==> src/rtl/multicycle_sequencer.sv <==
// Multi-cycle sequencing FSM for the RV32I core.
// Walks each instruction through FETCH/DECODE/EXEC/MEM/WB, turns the decoder's
// raw control bits into single-cycle enables, and waits on variable-latency
// instruction/data memories with a watchdog that parks the core in FAULT.
module multicycle_sequencer #(
   parameter int TIMEOUT = 64,
   parameter int CNT_W   = 32
) (
   input  logic             clk,
   input  logic             rst,
   output logic             imem_req,
   input  logic             imem_ready,
   output logic             ir_we,
   input  logic             dec_RegWr,
   input  logic             dec_MemWr,
   input  logic             dec_MemtoReg,
   input  logic             dec_Branch,
   input  logic             dec_jump,
   input  logic             br_taken,
   output logic             dmem_req,
   output logic             dmem_we,
   input  logic             dmem_ready,
   output logic             reg_we,
   output logic             pc_we,
   output logic             pc_sel,
   output logic [CNT_W-1:0] instret,
   output logic             fault,
   output logic [2:0]       state
);

   // Wait counter is wide enough to hold TIMEOUT; with the watchdog disabled
   // it stays a single bit pinned at zero.
   localparam int              WC_W   = (TIMEOUT > 0) ? $clog2(TIMEOUT + 1) : 1;
   localparam logic [WC_W-1:0] WC_MAX = WC_W'(TIMEOUT);

   typedef enum logic [2:0] {
      ST_FETCH  = 3'd0,
      ST_DECODE = 3'd1,
      ST_EXEC   = 3'd2,
      ST_MEM    = 3'd3,
      ST_WB     = 3'd4,
      ST_FAULT  = 3'd7
   } state_t;

   state_t            state_r, state_s;
   logic [WC_W-1:0]   wait_cnt_r, wait_cnt_s;
   logic [CNT_W-1:0]  instret_r, instret_s;
   logic              fault_r, fault_s;
   logic              timeout_s;

   // Saturating increment: the counter never wraps past TIMEOUT.
   function automatic logic [WC_W-1:0] sat_inc(input logic [WC_W-1:0] v);
      logic [WC_W-1:0] r;
      if (v == WC_MAX) begin
         r = v;
      end else begin
         r = v + WC_W'(1);
      end
      return r;
   endfunction

   // Watchdog expiry: counter reached the limit and the watchdog is enabled.
   always_comb begin
      timeout_s = 1'b0;
      if (TIMEOUT != 0) begin
         timeout_s = (wait_cnt_r == WC_MAX);
      end else begin
         timeout_s = 1'b0;
      end
   end

   // Next-state, wait counter, retire counter and sticky fault.
   always_comb begin
      state_s    = state_r;
      wait_cnt_s = wait_cnt_r;
      instret_s  = instret_r;
      fault_s    = fault_r;
      case (state_r)
         ST_FETCH: begin
            if (imem_ready) begin
               state_s = ST_DECODE;
            end else if (timeout_s) begin
               state_s = ST_FAULT;
               fault_s = 1'b1;
            end else begin
               wait_cnt_s = sat_inc(wait_cnt_r);
            end
         end
         ST_DECODE: begin
            state_s = ST_EXEC;
         end
         ST_EXEC: begin
            if (dec_MemWr || dec_MemtoReg) begin
               state_s    = ST_MEM;
               wait_cnt_s = '0;
            end else begin
               state_s = ST_WB;
            end
         end
         ST_MEM: begin
            // ready in the timeout cycle still completes normally
            if (dmem_ready) begin
               state_s = ST_WB;
            end else if (timeout_s) begin
               state_s = ST_FAULT;
               fault_s = 1'b1;
            end else begin
               wait_cnt_s = sat_inc(wait_cnt_r);
            end
         end
         ST_WB: begin
            instret_s  = instret_r + CNT_W'(1);
            state_s    = ST_FETCH;
            wait_cnt_s = '0;
         end
         ST_FAULT: begin
            state_s = ST_FAULT;
            fault_s = 1'b1;
         end
         default: begin
            state_s    = ST_FETCH;
            wait_cnt_s = '0;
         end
      endcase
   end

   // Strobe decode of the registered state; everything is held low in reset.
   always_comb begin
      imem_req = 1'b0;
      ir_we    = 1'b0;
      dmem_req = 1'b0;
      dmem_we  = 1'b0;
      reg_we   = 1'b0;
      pc_we    = 1'b0;
      pc_sel   = 1'b0;
      if (rst) begin
         imem_req = 1'b0;
      end else begin
         case (state_r)
            ST_FETCH: begin
               imem_req = 1'b1;
               ir_we    = imem_ready;
            end
            ST_MEM: begin
               dmem_req = 1'b1;
               dmem_we  = dec_MemWr;
            end
            ST_WB: begin
               reg_we = dec_RegWr;
               pc_we  = 1'b1;
               pc_sel = dec_jump | (dec_Branch & br_taken);
            end
            default: begin
               imem_req = 1'b0;
            end
         endcase
      end
   end

   // State and counter registers with synchronous reset.
   always_ff @(posedge clk) begin
      if (rst) begin
         state_r    <= ST_FETCH;
         wait_cnt_r <= '0;
         instret_r  <= '0;
         fault_r    <= 1'b0;
      end else begin
         state_r    <= state_s;
         wait_cnt_r <= wait_cnt_s;
         instret_r  <= instret_s;
         fault_r    <= fault_s;
      end
   end

   assign instret = instret_r;
   assign fault   = fault_r;
   assign state   = state_r;

endmodule

==> config.mk <==
export PLATFORM = sky130hd
export DESIGN_NAME = multicycle_sequencer
export DESIGN_NICKNAME = d
export VERILOG_FILES = /design/src/rtl/multicycle_sequencer.sv
export SDC_FILE = /design/constraint.sdc
export NUM_CORES = 1
export LEC_CHECK = 0
export ABC_CLOCK_PERIOD_IN_PS = 3350
export CORE_MARGIN = 2
export CORE_UTILIZATION = 35
export DETAILED_ROUTE_END_ITERATION = 16
export DONT_BUFFER_PORTS = 1
export PLACE_DENSITY = 0.58
export SLEW_MARGIN = 0
export SYNTH_ARGS = -nofsm -noshare
export SYNTH_HDL_FRONTEND = slang
export SYNTH_SLANG_ARGS = --single-unit
==> constraint.sdc <==
create_clock -name clk -period 3.35 [get_ports clk]
set_input_delay 0.335 -clock clk [delete_from_list [all_inputs] [get_ports clk]]
set_output_delay 0.335 -clock clk [all_outputs]
set_load 0.05 [all_outputs]
# == Word level (Yosys, flattened, before mapping) ==
# Cells that the tools add are included.
# classes
addsub,2
mul,0
div,0
magnitude_cmp,0
eq_ne,9
shifts,0
muxes,28
n_bitwise,3
reduce_logical,6
# op_table
cell,count
$add A32 B1 Y32 const B,1
$mux W7,4
$pmux W7 S4,1
$mux W1,17
$pmux W3 S5,1
$mux W3,4
$add A7 B1 Y7 const B,1
$eq A7 B7 Y1 const B,1
$eq A3 B2 Y1 const B,2
$eq A3 B3 Y1 const B,2
$ne A2 B2 Y1 const B,3
$reduce_and A4 Y1,1
$eq A3 B1 Y1 const B,1
$logic_not A3 Y1,1
$pmux W1 S3,1
$reduce_and A3 Y1,1
$reduce_bool A3 Y1,1
$reduce_or A2 Y1,1
$and A1 B1 Y1,1
$logic_or A1 B1 Y1,1
$not A1 Y1,1
$or A1 B1 Y1,1
# totals
regBits,43
latch_bits,0
ramBits,0
rom_bits,0
input_bits,10
out_inout_bits,43
n_memories,0

# == Longest topological paths before layout ==
# Gate-level depths: netlist of run 1.
# logic_depth
depth_word,4
mapped_depth,7

# == Worst setup path after synthesis of run 1 ==
# OpenSTA, ideal clock, no wires.
# synth_timing
kind,reg2out
startpoint,register state_r[2] (netlist: state[2])
endpoint,output port ir_we
arrival_ps,3139
required_ps,3015
path_slack_ps,-124
stages_incl_launch_ff,5
path_cell_list,dfxtp_1 clkbuf_1 buf_1 nor4_1 and2_1
# synth_via
elab_chain_len,3
# synth_lines
element,line_no,text
"start, declared",45,"state_t state_r, state_s;"
"start signal, assigned",168,state_r <= state_s;
$logic_not A3 Y1,139,case (state_r)
$mux W1,139,
$mux W1,136,if (rst) begin
"end, declared",13,"output logic ir_we,"
# No other way between the ends.

# == Worst setup path after layout of run 1 ==
# layout_timing
startpoint,register state_r[0] (netlist: state[0])
endpoint,output port dmem_we
# layout_via
elab_chain_len,3
# layout_lines
element,line_no,text
$eq A3 B2 Y1,139,
$mux W1,139,
$mux W1,136,
"end, declared",21,"output logic dmem_we,"
# No other way between the ends.

==> results by group, run 1 <==
Synth
  • Seq cells post-synth: 43
  • Yosys warns: 0
  • Post-synthesis cell count: between 200 and 300
  • Area contributors post-synth: dfxtp_1 (36%), a21oi_1 (4.0%), nor2_1 (4.0%)
  • Top-area cell type share of the netlist area: 36.3%
  • Synthesized Nets: 302
  • Register area share after synthesis: 36.3%
  • Cell Area, Synth: 2370 µm²
  • Avg Cell Area, Syn: 8.21 µm²
  • Synth area leader: dfxtp_1
  • Async SR Flop Fraction: 0%
  • Number of flops mapped to enable cells by yosys: 0
  • Most common flop cell mapped by yosys: dfxtp_1
  • Post-synth cell types: 50

Clock tree
  • Num CTS Buffers: 5
  • H-tree levels: 2
  • Number of setup buffers added after CTS: 0
  • CTS tree: built
  • Clock Tree Buf Depth: 2
  • Cts repair resizes: 0
  • Worst-path clk slew: approximately 0.080 ns
  • CTS Hold Bufs: 0
  • Clock sink total: 43
  • Root buf cell: clkbuf_8
  • Worst skew pair latency: 0.29 ns

Floorplanning
  • Die Y: ~86 µm
  • Die area: 7450 µm²
  • Core ar.: around 6700 µm²
  • Starting Density: 35.5%
  • Io pins: 53
  • Site row count: 30
  • Die Width: 86.3 µm

STA
  • Final WS setup: around 1 ns
  • Final period utilization: 69.6%
  • Fin. max-slew vios: 0
  • Final min period: 2.33 ns
  • Setup TNS: 0 ns
  • Final setup viols: 0
  • Hold violation count in the final report: 0
  • Worst Tran Pin Value: 0.651 ns
  • Rel. slew slack: between 50 and 60%
  • RSZ-0062 raised after global routing: false
  • Worst Clk Skew: between 0.009 and 0.01 ns
  • Max Clock Freq: approximately 0.43 GHz

Global routing
  • Total congestion overflow: 0
  • Gr usage total: 15.2%
  • Vias in the first global route: 1964
  • First-pass GRT wire length: 9270 µm
  • Largest net degree at the start of global routing: between 50 and 60
  • Antenna violations before repair: 0

Critical path
  • Crit Path Class: reg -> out
  • Flop2flop setup slack: 1.05 ns
  • Capturing point of the worst reg2reg path: instret[31]
  • Required time of the critical path: 3.01 ns
  • CP Capture Type: primary output
  • Crit path DAT: 2.00 ns
  • Worst Setup Start Kind: register
  • Max FO, Critical Path: 15
  • Worst r2r src: instret[11]
  • R2R depth: 4

Power
  • Power, Total: 0.000966 W
  • Leak: 0.892 nW
  • Peak supply drop: ~0.00014 V
  • Switch share: around 27%
  • Cell Pwr Density: 369 nW/µm²
  • Seq pwr share: 54.0%
  • Pint: approximately 0.00070 W
  • Clock power frac: between 30% and 40%
  • Switch Pwr: between 0.0002 and 0.0003 W
  • Comb power frac: between 10% and 20%

Route
  • Routed vias: 2152
  • Iter 0 DRT Violations: ~100
  • Vias per Instance: 5.72
  • Drt first pass iters: 4
  • DRT antenna net count: 0
  • Avg WL per Cell: 14.8 µm
  • DRC viols: 0
  • Routed wire length: 5580 µm

Final layout
  • Cell area after layout: 2620 µm²
  • Layout cells sized above 1: a little under an eighth
  • Antenna cells: 0
  • Commonest non-fill, non-tap cell in the layout: dfxtp_1
  • Final #Nets: 308
  • # fillers: 698
  • Syn-to-layout area delta: 10.2%
  • Commonest non-fill, non-tap cells in the layout: dfxtp_1 (43), nor2_1 (25), nand2_1 (20), a21oi_1 (19), buf_4 (15)

Hold path
  • WHS Endpoint: instret[22]
  • Worst hold start: rst
  • Hold Path Depth: 1
  • Hold crit path type: in -> reg

Status
  • Status: finished clean

Flow run
  • Max-Cap Viols: 0

Placement
  • Port bufs: 0
  • Placed Area: 2530 µm²
  • RD Place Congestion: between 0.8 and 0.9
  • Final HPWL DP: 3760 µm
  • Pre-CTS WS: 1.07 ns
-- routing by layer --
layer | GRT usage [%] | vias to the layer above | wire, µm
met2 | 22.7 | 67 | 2520
met4 | 6.25 | 0 | 67
met1 | 20.0 | 1003 | 2550
met5 | 0 | - | 0
met3 | 5.52 | 6 | 435
li1 | - | 1076 | -
-- cell type report --
| class | count | area (µm²) | share of cell area, % |
|---|---|---|---|
| Timing Repair Buffer | 16 | 133 | 5.07 |
| Clock inverter | 2 | 12.5 | 0.478 |
| Sequential cell | 43 | 861 | 32.9 |
| Multi-Input combinational cell | 219 | 1400 | 53.5 |
| Inverter | 10 | 37.5 | 1.44 |
| Tap cell | 80 | 100 | 3.83 |
| Clock buffer | 6 | 72.6 | 2.78 |
-- sequential cells by signal (all words and copies together), names as in the netlist --
register	cells
instret	32
wait_cnt_r	7
fault	1
state	3
-- logic make-up after synthesis --
kind of cell / after synthesis / share of synthesized area, %
mux: 10 / 4.69
flops: 43 / 36.3
fa+ha+maj: 3 / 1.58
xor+xnor: 11 / 4.06
compound gates: 56 / 15.3
simple gates: 139 / 32.9
buf+inv: 27 / 5.22
-- power groups by stage --
stage	Clock [W]	Combinational, W	Sequential, W
floorplan	0	0.0000890	0.000546
global placement	0	0.000118	0.000533
detailed placement	0	0.000117	0.000533
CTS	0.000339	0.000118	0.000521
global route	0.000356	0.000129	0.000523
finish	0.000327	0.000117	0.000521
-- worst max path at each step --
stage	start	to	slack, ns	depth (start not counted)
2_1_floorplan	state[0]	dmem_we	0.14	4
3_3_place_gp	instret[11]	instret[29]	1.09	4
3_5_place_dp	instret[11]	instret[29]	1.07	4
4_1_cts	state[0]	dmem_we	1.00	5
5_1_grt	state[0]	dmem_we	0.89	5
6_report	state[0]	dmem_we	1.02	5
-- cell usage after synthesis (2+ instances only) --
master,count
clkbuf_1,10
a21oi_1,19
nor3b_1,4
nand4_1,7
nor3_1,12
a211oi_1,3
and3_1,5
o21ai_0,7
ha_1,3
xnor2_1,4
or3_1,5
xor2_1,7
and4_1,4
and2_1,7
nor2b_1,10
or4_1,7
inv_1,10
buf_1,4
nor4_1,9
a41oi_1,2
o22ai_1,6
mux2_2,3
nand3b_1,2
o31ai_1,7
dfxtp_1,43
or2_2,3
buf_6,3
mux2_1,6
nand2b_1,3
nand3_1,9
nand4b_1,2
nand2_1,20
nor2_1,25
a31o_2,2
-- critical path: stages (launching register included) --
cell and delay [ns]:
dfxtp_1 0.33, buf_4 0.29, nand2_1 0.26, nor3_2 0.15, buf_4 0.22, and2_1 0.46
-- metrics by stage --
step,hold WS (ns),instances,util [%]
3_3_place_gp,0.416,368,37.9
5_1_grt,0.0846,376,39.1
4_1_cts,0.0957,376,39.1
3_5_place_dp,0.417,368,37.9
6_report,0.116,376,39.1
2_1_floorplan,0.436,289,-
Note: power is estimated with default switching activity, not from simulation.
==> run 2: changes to the inputs <==
Settings changed: ABC_CLOCK_PERIOD_IN_PS 3350 to 2400.
Clock period 3.35 ns to 2.4 ns, I/O delays scaled along.
==> results by group, run 2 (synthesized netlist as in run 1, its figures left out) <==
Final layout
  • # fillers: 672
  • Sequential cell area: around 860 µm²
  • Commonest non-fill, non-tap cell in the layout: dfxtp_1
  • Multi-input gate area: between 1000 and 1500 µm²
  • Final non-filler cell total: 407
  • Syn-to-layout area delta: 22.8%
  • Antenna cells: 0
  • Commonest non-fill, non-tap cells in the layout: dfxtp_1 (42), buf_4 (41), nor2_1 (24), nand2_1 (20), a21oi_1 (19)
  • Final design utilization: 43.6%
  • Layout cells sized above 1: 20.2%
  • Max FFs per register: 32
  • Final #Nets: 339
  • Cell area after layout: 2910 µm²

Critical path
  • Required time of the critical path: 2.59 ns
  • CP Cell Sequence: or3b_1, or3_4, nor4_1, mux2_1
  • Worst Setup Start Kind: register
  • Critical-path top delay cell: or3_4
  • Max FO, Critical Path: 15
  • Crit path DAT: 2.21 ns
  • R2R depth: 4
  • Crit Path Class: reg -> reg
  • CP Capture Type: register
  • Delay of the slowest cell on the worst path: 0.50 ns

STA
  • Setup TNS: 0 ns
  • RSZ-0062 raised after global routing: false
  • Final setup viols: 0
  • Final period utilization: 84.3%
  • Worst hold slack: about 0.1 ns
  • Fin. max-slew vios: 0
  • Worst Tran Pin Value: 0.567 ns
  • Hold violation count in the final report: 0
  • Max Clock Freq: 0.495 GHz
  • Worst Clk Skew: 0.00546 ns
  • Rel. slew slack: 62.1%
  • Final min period: 2.02 ns

Clock tree
  • Root buf cell: clkbuf_8
  • Cts repair resizes: 0
  • Num CTS Buffers: 5
  • Clock Tree Buf Depth: 2
  • Worst skew pair latency: approximately 0.3 ns
  • H-tree levels: 2
  • Worst-path clk slew: 0.09 ns
  • CTS tree: built
  • Clock sink total: 43

Power
  • Peak supply drop: 0.000303 V
  • Cell Pwr Density: 510 nW/µm²
  • Leak: approximately 1.1 nW

Floorplanning
  • Site row count: 30
  • Die Width: 86.3 µm
  • Starting Density: between 30% and 40%
  • Die Y: ~86 µm
  • Io pins: 53
  • Die area: roughly 7500 µm²
  • Core ar.: around 6700 µm²

Route
  • DRC viols: 0
  • Iter 0 DRT Violations: 105
  • Routed wire length: 6050 µm
  • DRT antenna net count: 0
  • Avg WL per Cell: 14.9 µm
  • Routed vias: 2231
  • Vias per Instance: 5.48
  • Drt first pass iters: 4

Global routing
  • Largest net degree at the start of global routing: 50
  • First-pass GRT wire length: 9630 µm
  • Gr usage total: roughly 16%
  • Antenna violations before repair: 0
  • Total congestion overflow: 0
  • Vias in the first global route: about 2000

Hold path
  • Hold crit path type: in -> reg
  • Hold Path Depth: 2

Placement
  • Port bufs: 0
  • Placed cell count: 394
  • RD Place Congestion: 0.825
  • Final HPWL DP: ~4000 µm
  • Placed Area: 2750 µm²

Flow run
  • Max-Cap Viols: 0

Status
  • Status: finished clean
run 2: stage by stage:
stage               worst slack (ns)  total power (W)
finish                         0.378          0.00149
global route                   0.225          0.00155
CTS                            0.378          0.00150
detailed placement             0.407         0.000914
global placement               0.454         0.000915
floorplan                     0.0141         0.000891
run 2: final timing paths:
kind                                       to          start  slack, ns
worst max-delay path              instret[27]       state[0]       0.38
worst min-delay path            wait_cnt_r[6]            rst       0.10
worst max register to register    instret[27]       state[0]       0.38
worst min register to register  wait_cnt_r[1]  wait_cnt_r[1]       0.50
run 2: final cells by class:
cell class | count | share of cell area [%]
multi-input combinational | 219 | 48.8
sequential | 43 | 29.6
timing repair buffer | 47 | 13.0
tap | 80 | 3.44
clock buffer | 5 | 2.36
clock inverter | 3 | 1.50
inverter | 10 | 1.29
run 2: critical path: cells and delay by family (launching register included):
| family | cells | cell delay (ns) |
|---|---|---|
| flip-flops | 1 | 0.33 |
| AND/OR/NAND/NOR | 3 | 1.22 |
| multiplexers | 1 | 0.35 |
run 2: per-layer routing:
metal	GRT usage, %	vias up	share of wire, %
met5	0	-	0
met4	4.55	0	1.1
met3	5.05	6	5.7
met2	25.9	53	46
met1	20.4	1038	47
li1	-	1134	-
run 2: repair_timing:
| action | CTS | global route |
|---|---|---|
| hold endpoints to repair | 6 | 10 |
| buffers inserted | 0 | 0 |
| hold buffers | 2 | 3 |
run 2: report_power, final:
part	leakage (nW)	switching, W	total [W]	internal, W
clock network	0.0581	0.000263	0.000573	0.000310
registers	0.347	0.00000739	0.000729	0.000721
logic	0.665	0.000118	0.000184	0.0000663
